<file path="src/rtl/service_2_alarm_ring.sv">
// Alarm ringer: stores a validated BCD alarm time, rings on match, supports
// a limited number of timed snoozes, auto-off after a ring timeout.
module service_2_alarm_ring #(
   parameter int RING_SEC   = 60,
   parameter int SNOOZE_SEC = 300,
   parameter int MAX_SNOOZE = 3
) (
   input  logic        clk,
   input  logic        resetn,
   input  logic        finish2,
   input  logic [15:0] alarm,
   input  logic [15:0] cur_time,
   input  logic        sec_tick,
   input  logic        spdt3,
   input  logic        push_c,
   input  logic        push_u,
   output logic        ring,
   output logic [15:0] led,
   output logic        armed,
   output logic [1:0]  snooze_cnt,
   output logic [15:0] alarm_reg
);

   localparam int RW = $clog2(RING_SEC + 1);
   localparam int SW = $clog2(SNOOZE_SEC + 1);
   localparam logic [RW-1:0] RING_MAX   = RW'(RING_SEC);
   localparam logic [RW-1:0] RING_LAST  = RW'(RING_SEC - 1);
   localparam logic [SW-1:0] SNZ_MAX    = SW'(SNOOZE_SEC);
   localparam logic [SW-1:0] SNZ_LAST   = SW'(SNOOZE_SEC - 1);
   localparam logic [1:0]    SNZ_LIMIT  = 2'(MAX_SNOOZE);

   typedef enum logic [2:0] {IDLE, ARMED, RINGING, SNOOZE, DONE} state_t;

   state_t         state, state_n;
   logic [RW-1:0]  ring_timer, ring_timer_n;
   logic [SW-1:0]  snz_timer, snz_timer_n;
   logic           blink, blink_n;
   logic [15:0]    alarm_n;
   logic [1:0]     cnt_n;
   logic           ring_n, armed_n;
   logic [15:0]    led_n;
   logic           alarm_ok;

   // HH must be 00..23 and MM 00..59, every nibble a decimal digit
   always_comb begin
      alarm_ok = (alarm[15:12] <= 4'd2) && (alarm[11:8] <= 4'd9) &&
                 (alarm[7:4] <= 4'd5) && (alarm[3:0] <= 4'd9) &&
                 !((alarm[15:12] == 4'd2) && (alarm[11:8] > 4'd3));
   end

   always_comb begin
      state_n      = state;
      alarm_n      = alarm_reg;
      cnt_n        = snooze_cnt;
      ring_timer_n = ring_timer;
      snz_timer_n  = snz_timer;
      blink_n      = blink;
      case (state)
         IDLE: ;
         ARMED: begin
            if (spdt3 && (cur_time == alarm_reg)) begin
               state_n      = RINGING;
               ring_timer_n = '0;
               blink_n      = 1'b0;
            end
         end
         RINGING: begin
            if (sec_tick) begin
               blink_n = ~blink;
               if (ring_timer < RING_MAX) ring_timer_n = ring_timer + 1'b1;
            end
            if (!spdt3 || push_c) begin
               state_n = DONE;
            end else if (push_u && (snooze_cnt < SNZ_LIMIT)) begin
               state_n     = SNOOZE;
               cnt_n       = snooze_cnt + 2'd1;
               snz_timer_n = '0;
            end else if (sec_tick && (ring_timer >= RING_LAST)) begin
               state_n = DONE;
            end
         end
         SNOOZE: begin
            if (sec_tick && (snz_timer < SNZ_MAX)) snz_timer_n = snz_timer + 1'b1;
            if (!spdt3 || push_c) begin
               state_n = DONE;
            end else if (sec_tick && (snz_timer >= SNZ_LAST)) begin
               state_n      = RINGING;
               ring_timer_n = '0;
               blink_n      = 1'b0;
            end
         end
         DONE: begin
            // wait for the minute to roll over so the same match cannot retrigger
            if (cur_time != alarm_reg) begin
               state_n = ARMED;
               cnt_n   = 2'd0;
            end
         end
         default: state_n = IDLE;
      endcase
      if (finish2 && alarm_ok) begin
         state_n = ARMED;
         alarm_n = alarm;
         cnt_n   = 2'd0;
      end
      ring_n  = (state_n == RINGING);
      led_n   = ((state_n == RINGING) && blink_n) ? 16'hFFFF : 16'h0000;
      armed_n = (state_n != IDLE) && spdt3;
   end

   // all outputs are registered copies of the next-state decode
   always_ff @(posedge clk or negedge resetn) begin
      if (!resetn) begin
         state      <= IDLE;
         alarm_reg  <= 16'h0000;
         snooze_cnt <= 2'd0;
         ring_timer <= '0;
         snz_timer  <= '0;
         blink      <= 1'b0;
         ring       <= 1'b0;
         led        <= 16'h0000;
         armed      <= 1'b0;
      end else begin
         state      <= state_n;
         alarm_reg  <= alarm_n;
         snooze_cnt <= cnt_n;
         ring_timer <= ring_timer_n;
         snz_timer  <= snz_timer_n;
         blink      <= blink_n;
         ring       <= ring_n;
         led        <= led_n;
         armed      <= armed_n;
      end
   end

endmodule

</file>
<file path="config.mk">
export PLATFORM = sky130hd
export DESIGN_NAME = service_2_alarm_ring
export DESIGN_NICKNAME = d
export VERILOG_FILES = /design/src/rtl/service_2_alarm_ring.sv
export SDC_FILE = /design/constraint.sdc
export NUM_CORES = 1
export LEC_CHECK = 0
export CAP_MARGIN = 20
export CORE_MARGIN = 2
export CORE_UTILIZATION = 25
export CTS_BUF_LIST = sky130_fd_sc_hd__clkbuf_16
export DETAILED_ROUTE_END_ITERATION = 7
export MAX_ROUTING_LAYER = met4
export PLACE_DENSITY_LB_ADDON = 0.12
export SLEW_MARGIN = 40
export SYNTH_ARGS = -nofsm -noshare
export SYNTH_HDL_FRONTEND = slang
export SYNTH_SLANG_ARGS = --single-unit
</file>
<file path="constraint.sdc">
create_clock -name clk -period 2.5 [get_ports clk]
set_clock_uncertainty 0.15 [all_clocks]
set_input_delay 0.5 -clock clk [delete_from_list [all_inputs] [get_ports clk]]
set_output_delay 0.5 -clock clk [all_outputs]
set_load 0.005 [all_outputs]
</file>
== Word level (Yosys, flattened, before mapping) ==
Cells that the tools add are included.

* Register bits after elaboration: 55
* Latch bits: 0
* Memory bits (writable): 0
* Memory bits (read-only): 0
* Input bits: 39
* Output and inout bits: 36
* Logic and storage cells: 96
* Memories kept: 0

* Add/sub/neg operators: 3
* Multipliers: 0
* Div/mod/pow operators: 0
* Order comparisons: 10
* Eq/ne operators: 19
* Shift operators: 0
* Multiplexer cells: 30
* Bitwise logic cells: 1
* Reductions and logical operators: 24

{| class="wikitable"
|+ Operator list
! kind !! count
|-
| 2-to-1 mux 6 bit || 5
|-
| 2-to-1 mux 9 bit || 3
|-
| 2-to-1 mux 3 bit || 8
|-
| one-hot mux 6 bit (3 select lines) || 1
|-
| one-hot mux 9 bit (2 select lines) || 1
|-
| equality test 16 bit || 1
|-
| 2-to-1 mux 16 bit || 1
|-
| != test 16 bit || 1
|-
| != test 2 bit, second input constant || 8
|-
| one-hot mux 3 bit (5 select lines) || 1
|-
| logical AND 1 bit || 13
|-
| adder 9 x 1 -> 9 bit, second input constant || 1
|-
| equality test 3 x 2 -> 1 bit, second input constant || 3
|-
| >= comparator 9 bit, second input constant || 1
|-
| < comparator 9 bit, second input constant || 1
|-
| != test 3 bit, second input constant || 3
|-
| nonzero test 3 bit || 3
|-
| less-or-equal comparator 4 bit, second input constant || 2
|-
| 2-to-1 mux 2 bit || 4
|-
| AND reduction 4 bit || 2
|-
| adder 6 x 1 -> 6 bit, second input constant || 1
|-
| >= comparator 6 bit, second input constant || 1
|-
| < comparator 6 bit, second input constant || 1
|-
| AND reduction 6 bit || 1
|-
| other kinds (16) || 20
|}

== Longest topological paths before layout ==
Gate-level depths: netlist (run 1).

* Depth after elaboration: 10
* Mapped depth: 8
* Depth with buffers taken out: 8

== Least setup slack after synthesis (run 1) ==
Ideal clock, no wire load.

* Path type: input-to-reg
* Start point: in alarm[14]
* End point: reg alarm_reg[10]
* Library setup time: 0.125 ns
* Arrival time: 2.065 ns
* Data required time: 2.225 ns
* Slack: 0.161 ns
* Cell stages on the path: 6
* Path buffers: 2
* Cells stage by stage: or4b_1 -> a21oi_1 -> and3_1 -> buf_2 -> buf_2 -> mux2_2

* Cells in the longest elaborated chain, start to end: 6
* Elaborated cells between the ends (all ways): 9
* Classes of those cells: order compare (1); eq/ne (1); reduce/logical (7)

{| class="wikitable"
|+ Ends and longest elaborated chain
! element !! RTL line !! text
|-
| start: declaration || 11 || <nowiki>input logic [15:0] alarm,</nowiki>
|-
| less-or-equal comparator 4 x 2 -> 1 bit || 46 || <nowiki>alarm_ok = (alarm[15:12] <= 4'd2) && (alarm[11:8] <= 4'd9) &&</nowiki>
|-
| logical AND 1 bit (2 in a row) || 46 ||
|-
| logical AND 1 bit || 47 || <nowiki>(alarm[7:4] <= 4'd5) && (alarm[3:0] <= 4'd9) &&</nowiki>
|-
| logical AND 1 bit * || 47 ||
|-
| logical AND 1 bit * || 101 || <nowiki>if (finish2 && alarm_ok) begin</nowiki>
|-
| end signal: assignment || 125 || <nowiki>alarm_reg <= alarm_n;</nowiki>
|-
| end: declaration || 21 || <nowiki>output logic [15:0] alarm_reg</nowiki>
|}

Mark *: on every way between the ends. The rest lies on a longest branch, timed or not.
A chain may end at the register's enable or synchronous reset.

== Final worst setup path (run 1) ==
* Start point: in alarm[9]
* End point: reg armed

* Cells in the longest elaborated chain, start to end: 9
* Elaborated cells between the ends (all ways): 12
* Classes of those cells: order compare (2); mux (1); reduce/logical (9)

{| class="wikitable"
|+ Ends and longest elaborated chain
! element !! RTL line !! text
|-
| less-or-equal comparator 4 bit || 46 ||
|-
| logical AND 1 bit (2 in a row) || 46 ||
|-
| logical AND 1 bit || 47 ||
|-
| logical AND 1 bit * || 47 ||
|-
| logical AND 1 bit * || 101 ||
|-
| 2-to-1 mux 3 bit * || 101 ||
|-
| nonzero test 3 bit * || 108 || <nowiki>armed_n = (state_n != IDLE) && spdt3;</nowiki>
|-
| logical AND 1 bit * || 108 ||
|-
| via armed_n || 40 || <nowiki>logic ring_n, armed_n;</nowiki>
|-
| end signal: assignment || 132 || <nowiki>armed <= armed_n;</nowiki>
|-
| end: declaration || 19 || <nowiki>output logic armed,</nowiki>
|}

The timed path passes the listed nets; every way through them passes the cells marked *.

==> results.toml, run 1 <==
[global_route]
grt_start_max_net_pins = 41
grt-ovfl-total = 0
grt_usage = 0.123
grt_pass1_vias = 1866
grt_pass1_wl_um = 9160
antenna_found_initial = 0

[critical_path]
cp-end-kind = "flip-flop"
critPathLaunch = "alarm[9]"
path_max_fanout = 20
r2r_start = "alarm_reg[7]"
crit_required_ps = 2510
worstSetupStartpointType = "input pin"
path_class = "in2reg"
arrival_ps = 2420

[pwr]
power_mw = 1.69
p_per_area_nw_per_um2 = 511
vdd_drop_max_mv = 0.258
p_leak_nw = 1.50

[floorplan]
pin_count = 75
die_h_um = 97.6
start_util = 0.255
die-area_um2 = 9530
rows = 34
core_area_um2 = 8590
die_width_um = 97.6

[timing]
final_max_slew_viol_count = 0
worstMarginPinSlew_ps = 388
fmax_mhz = 414
setup_ws_ps = 85.7
relSlewSlack = 0.740
final.setup.tns_ps = 0
finalCriticalPeriod_ps = 2410
finalHoldViolations = 0
rsz0062_at_grt = "false"
setup_viol = 0
fin_crit_sh = 0.966

[drt]
drc = 0
ant_nets = 0
avgRoutedWirePerCell_um = 13.7
wirelength_um = 5600
dr.first_iter.drc_count = 45
routed-via-count = 1853
drt-vias-per-instance = 4.52
drtPass1Iterations = 4

[flow_run]
max_cap_viol_count = 0

[logic_synthesis]
synthTopCellsByCount = "dfrtp_1 (40), nor2_1 (20), xnor2_1 (18)"
synthTopCellsByArea = "dfrtp_1 (46%), mux2_2 (7.2%), xnor2_1 (7.2%), buf_4 (5.1%), nor2_1 (3.4%)"
synthFlopType = "dfrtp_1"
synth_top_cell_by_area = "dfrtp_1"
yosysWarnings = 0
yosysSeqAreaShare = 0.457
synth_most_common_cell = "dfrtp_1"
async_reset_ff_frac = 1.00
netlist_area_um2 = 2190
syn_avg_cell_area_um2 = 10.3
ys_ff_latch = 40
yosysUniqueCellTypes = 47
synth_top_area_share = 0.457
synth_edf_count = 0
synth_nets = 254
synth_cells = 212

[clock_network]
clock_latency_ps = 280
path_clk_slew_ps = 60
numCtsBuffers = 5
cts_buffer_depth = 2
cts_hold_buf = 0
htree_levels = 2
cts_sinks = 40
cts_tree = "built"
cts-root-buf = "clkbuf_16"

[final_layout]
stdcell_area_um2 = 3310
largest_reg_flops = 16
drive_gt1_frac = 0.189
area_delta_synth_final_pct = 51.0
n_antenna_cell = 0
final_cells = 410
fin_nets = 343

[worst_hold_path]
hold_path.class = "in2async"

[place]
io_buffers = 74
placedCellCount = 398
placed_area_um2 = 3120
place_ws_ps = -384
gp_congestion = 0.797
place.detailed.hpwl_um = 4060

[status]
status = "complete, no violations"
per-layer routing:
| layer | vias to the layer above | part of all wire | global-route usage |
|---|---|---|---|
| met2 | 59 | 0.45 | 0.185 |
| met4 | 0 | 0.014 | 0.0385 |
| met1 | 865 | 0.49 | 0.165 |
| met5 | - | 0 | - |
| met3 | 8 | 0.046 | 0.0273 |
| li1 | 921 | - | - |
where the power goes:
group          internal [mW]  switching [mW]
clock                  0.360           0.257
combinational          0.214           0.116
sequential             0.697          0.0499
critical path, cell delays in order:
cell	delay [ps]
clkdlybuf4s50_1	490
o21a_1	120
o32ai_1	70
and3_4	190
buf_4	220
or3b_4	420
o41a_1	400
through the flow:
stage                      util  hold slack (ps)
after floorplan               -             54.4
after global placement    0.363              346
after detailed placement  0.363              342
after CTS                 0.381             51.4
after global routing      0.385             51.7
final                     0.385             28.3
repair_timing:
item                       CTS  global route
gates resized for setup     21             9
setup endpoints to repair    4             3
pin swaps                   18             8
buffers inserted             3             2
kinds of logic after synthesis:
group	count (synthesis)	synth area share
compound gates	34	0.107
mux	15	0.0765
xor+xnor	23	0.0919
flops	40	0.457
fa+ha+maj	3	0.0171
buf+inv	23	0.0662
simple gates	74	0.185
final cells by class:
cell class | count | area, um2
clock buffer | 5 | 125
clock inverter | 3 | 11.3
fill | 883 | 5280
inverter | 4 | 16.3
multi-input combinational | 149 | 1070
sequential | 40 | 1000
tap | 108 | 135
timing repair buffer | 101 | 950
cell usage in the layout (no fill, tap or decap), drive strengths merged, types with 8 or more instances in the layout:
master,n
nand4,9
dlygate4sd2,15
nand3,8
mux2,14
nand2,11
nor2,20
dfrtp,40
clkdlybuf4s50,51
xnor2,18
buf,28
path summary, 6_finish.rpt:
check,endpoint,slack [ps],cells past startpoint
hold / removal,alarm_reg[4],30,2
setup / recovery,armed,90,7
max in group asynchronous,snooze_cnt[0],1950,2
min in group clk,ring_timer[3],350,1
setup reg to reg,armed,160,6
hold reg to reg,ring_timer[3],350,1
No activity file was read; power rests on OpenSTA's default activity.
==> inputs of run 2 (changes only) <==
--- a/config.mk
+++ b/config.mk
@@ -6,6 +6,8 @@
 export NUM_CORES = 1
 export LEC_CHECK = 0
 export CAP_MARGIN = 20
+export CELL_PAD_IN_SITES_DETAIL_PLACEMENT = 0
+export CELL_PAD_IN_SITES_GLOBAL_PLACEMENT = 1
 export CORE_MARGIN = 2
 export CORE_UTILIZATION = 25
 export CTS_BUF_LIST = sky130_fd_sc_hd__clkbuf_16
==> run 2 against run 1 <==
Utilization up 0.19 points. Non-clock buffer count up 3. Critical path depth up 1. Sequential power decreased by 0.7%. Routed wire length grew 0.80%. Cell count rose by 0.49%. Die area unchanged. Sequential share of layout area decreased by 0.15 points.
==> results.toml, run 2 (synthesis results as in run 1) <==
[status]
status = "complete, no violations"

[clock_network]
cts_tree = "built"
clock_latency_ps = 280
htree_levels = 2
numCtsBuffers = 5
cts_hold_buf = 0
cts-root-buf = "clkbuf_16"
cts_sinks = 40
path_clk_slew_ps = 60
cts_buffer_depth = 2

[final_layout]
multi_input_area_um2 = 1080
largest_reg_flops = 16
fin_nets = 346
fill_cells = 890
n_antenna_cell = 0
layout_commonest_cell = "clkdlybuf4s50_1"
most-common-layout-cells = "clkdlybuf4s50_1 (54), dfrtp_1 (40), buf_4 (30)"
ff_latch_area_um2 = 1000
area_delta_synth_final_pct = 51.8
final_cells = 412
drive_gt1_frac = 0.204
stdcell_area_um2 = 3330

[critical_path]
crit_required_ps = 2510
arrival_ps = 2470
cp_slowest_cell = "or4b_4"
r2r_start = "alarm_reg[0]"
path_max_fanout = 3
crit_family = "simple AND/OR/NAND/NOR gates"
crit_buf_inv = 2
reg2reg_depth = 6
critPathMaxStageDelay_ps = 480
cp-end-kind = "flip-flop"
path_cells = "clkdlybuf4s50_1 -> or4b_4 -> a21oi_2 -> and3_4 -> or3_1 -> o31a_1 -> clkinv_2 -> o41a_1"
worstSetupStartpointType = "input pin"
path_class = "in2reg"
reg2reg_to = "armed"
rrSetupSlack_ps = 180

[pwr]
p_per_area_nw_per_um2 = 509
vdd_drop_max_mv = 0.284
p_leak_nw = 1.51

[global_route]
grt_pass1_vias = 1903
grt-ovfl-total = 0
grt_usage = 0.128
antenna_found_initial = 0
grt_pass1_wl_um = 9440
grt_start_max_net_pins = 41

[timing]
setup_viol = 0
final_max_slew_viol_count = 0
worstMarginPinSlew_ps = 543
fmax_mhz = 407
finalCriticalPeriod_ps = 2460
final.setup.tns_ps = 0
relSlewSlack = 0.638
fin_crit_sh = 0.983
setup_ws_ps = 42.6
finalHoldViolations = 0

[place]
gp_congestion = 0.780
place.detailed.hpwl_um = 4190
placed_area_um2 = 3130
placedCellCount = 401
place_ws_ps = -416
io_buffers = 74

[floorplan]
die_width_um = 97.6
rows = 34
pin_count = 75
die_h_um = 97.6
die-area_um2 = 9530
core_area_um2 = 8590
start_util = 0.255

[drt]
avgRoutedWirePerCell_um = 13.7
drt-vias-per-instance = 4.54
dr.first_iter.drc_count = 60
drc = 0
routed-via-count = 1869
drtPass1Iterations = 4
wirelength_um = 5650
ant_nets = 0

[flow_run]
max_cap_viol_count = 0

[worst_hold_path]
hold_path.class = "in2async"
## run 2: cell types whose count changed in the layout (fill, tap and decap cells not counted), sizes merged
cell / before / now
buf: 28 / 31
clkdlybuf4s50: 51 / 54
dlygate4sd2: 15 / 13
dlymetal6s2s: 7 / 6
inv: 5 / 4
## run 2: area by class of cell
type | count | area share
clock buffer | 5 | 0.0376
clock inverter | 2 | 0.00263
inverter | 4 | 0.00489
multi-input combinational | 149 | 0.325
sequential | 40 | 0.301
tap | 108 | 0.0406
timing repair buffer | 104 | 0.288
## run 2: timing repair
action	CTS	global route
setup buffers	3	1
endpoints found under the setup margin	3	18
pin swaps	19	12
gates resized for setup	15	12
## run 2: power by group
group          internal, mW  switching (mW)  total [mW]
sequential            0.697          0.0455       0.742
clock                 0.359           0.250       0.609
combinational         0.221           0.120       0.341
total                  1.28           0.416        1.69
## run 2: worst max-delay path by stage
stage | start | endpoint | slack, ps | cells past startpoint
finish | alarm[14] | armed | 40 | 8
detailed placement | cur_time[15] | armed | -420 | 7
CTS | cur_time[15] | armed | 2 | 7
global placement | cur_time[15] | armed | -380 | 7
global route | alarm[14] | armed | -0.2 | 8
floorplan | alarm[14] | alarm_reg[10] | 160 | 6
## run 2: stage by stage
stage / utilization / hold slack, ps / power (mW)
finish: 0.387 / 132 / 1.69
global route: 0.387 / 185 / 1.78
CTS: 0.381 / 163 / 1.72
detailed placement: 0.364 / 342 / 1.10
global placement: 0.364 / 346 / 1.11
floorplan: - / 54.4 / 0.878
## run 2: metal layers
metal	global-route usage	part of all wire	vias up
met2	0.190	0.46	48
met1	0.170	0.48	888
met4	0.0481	0.015	0
li1	-	-	928
met3	0.0273	0.042	5
met5	-	0	-
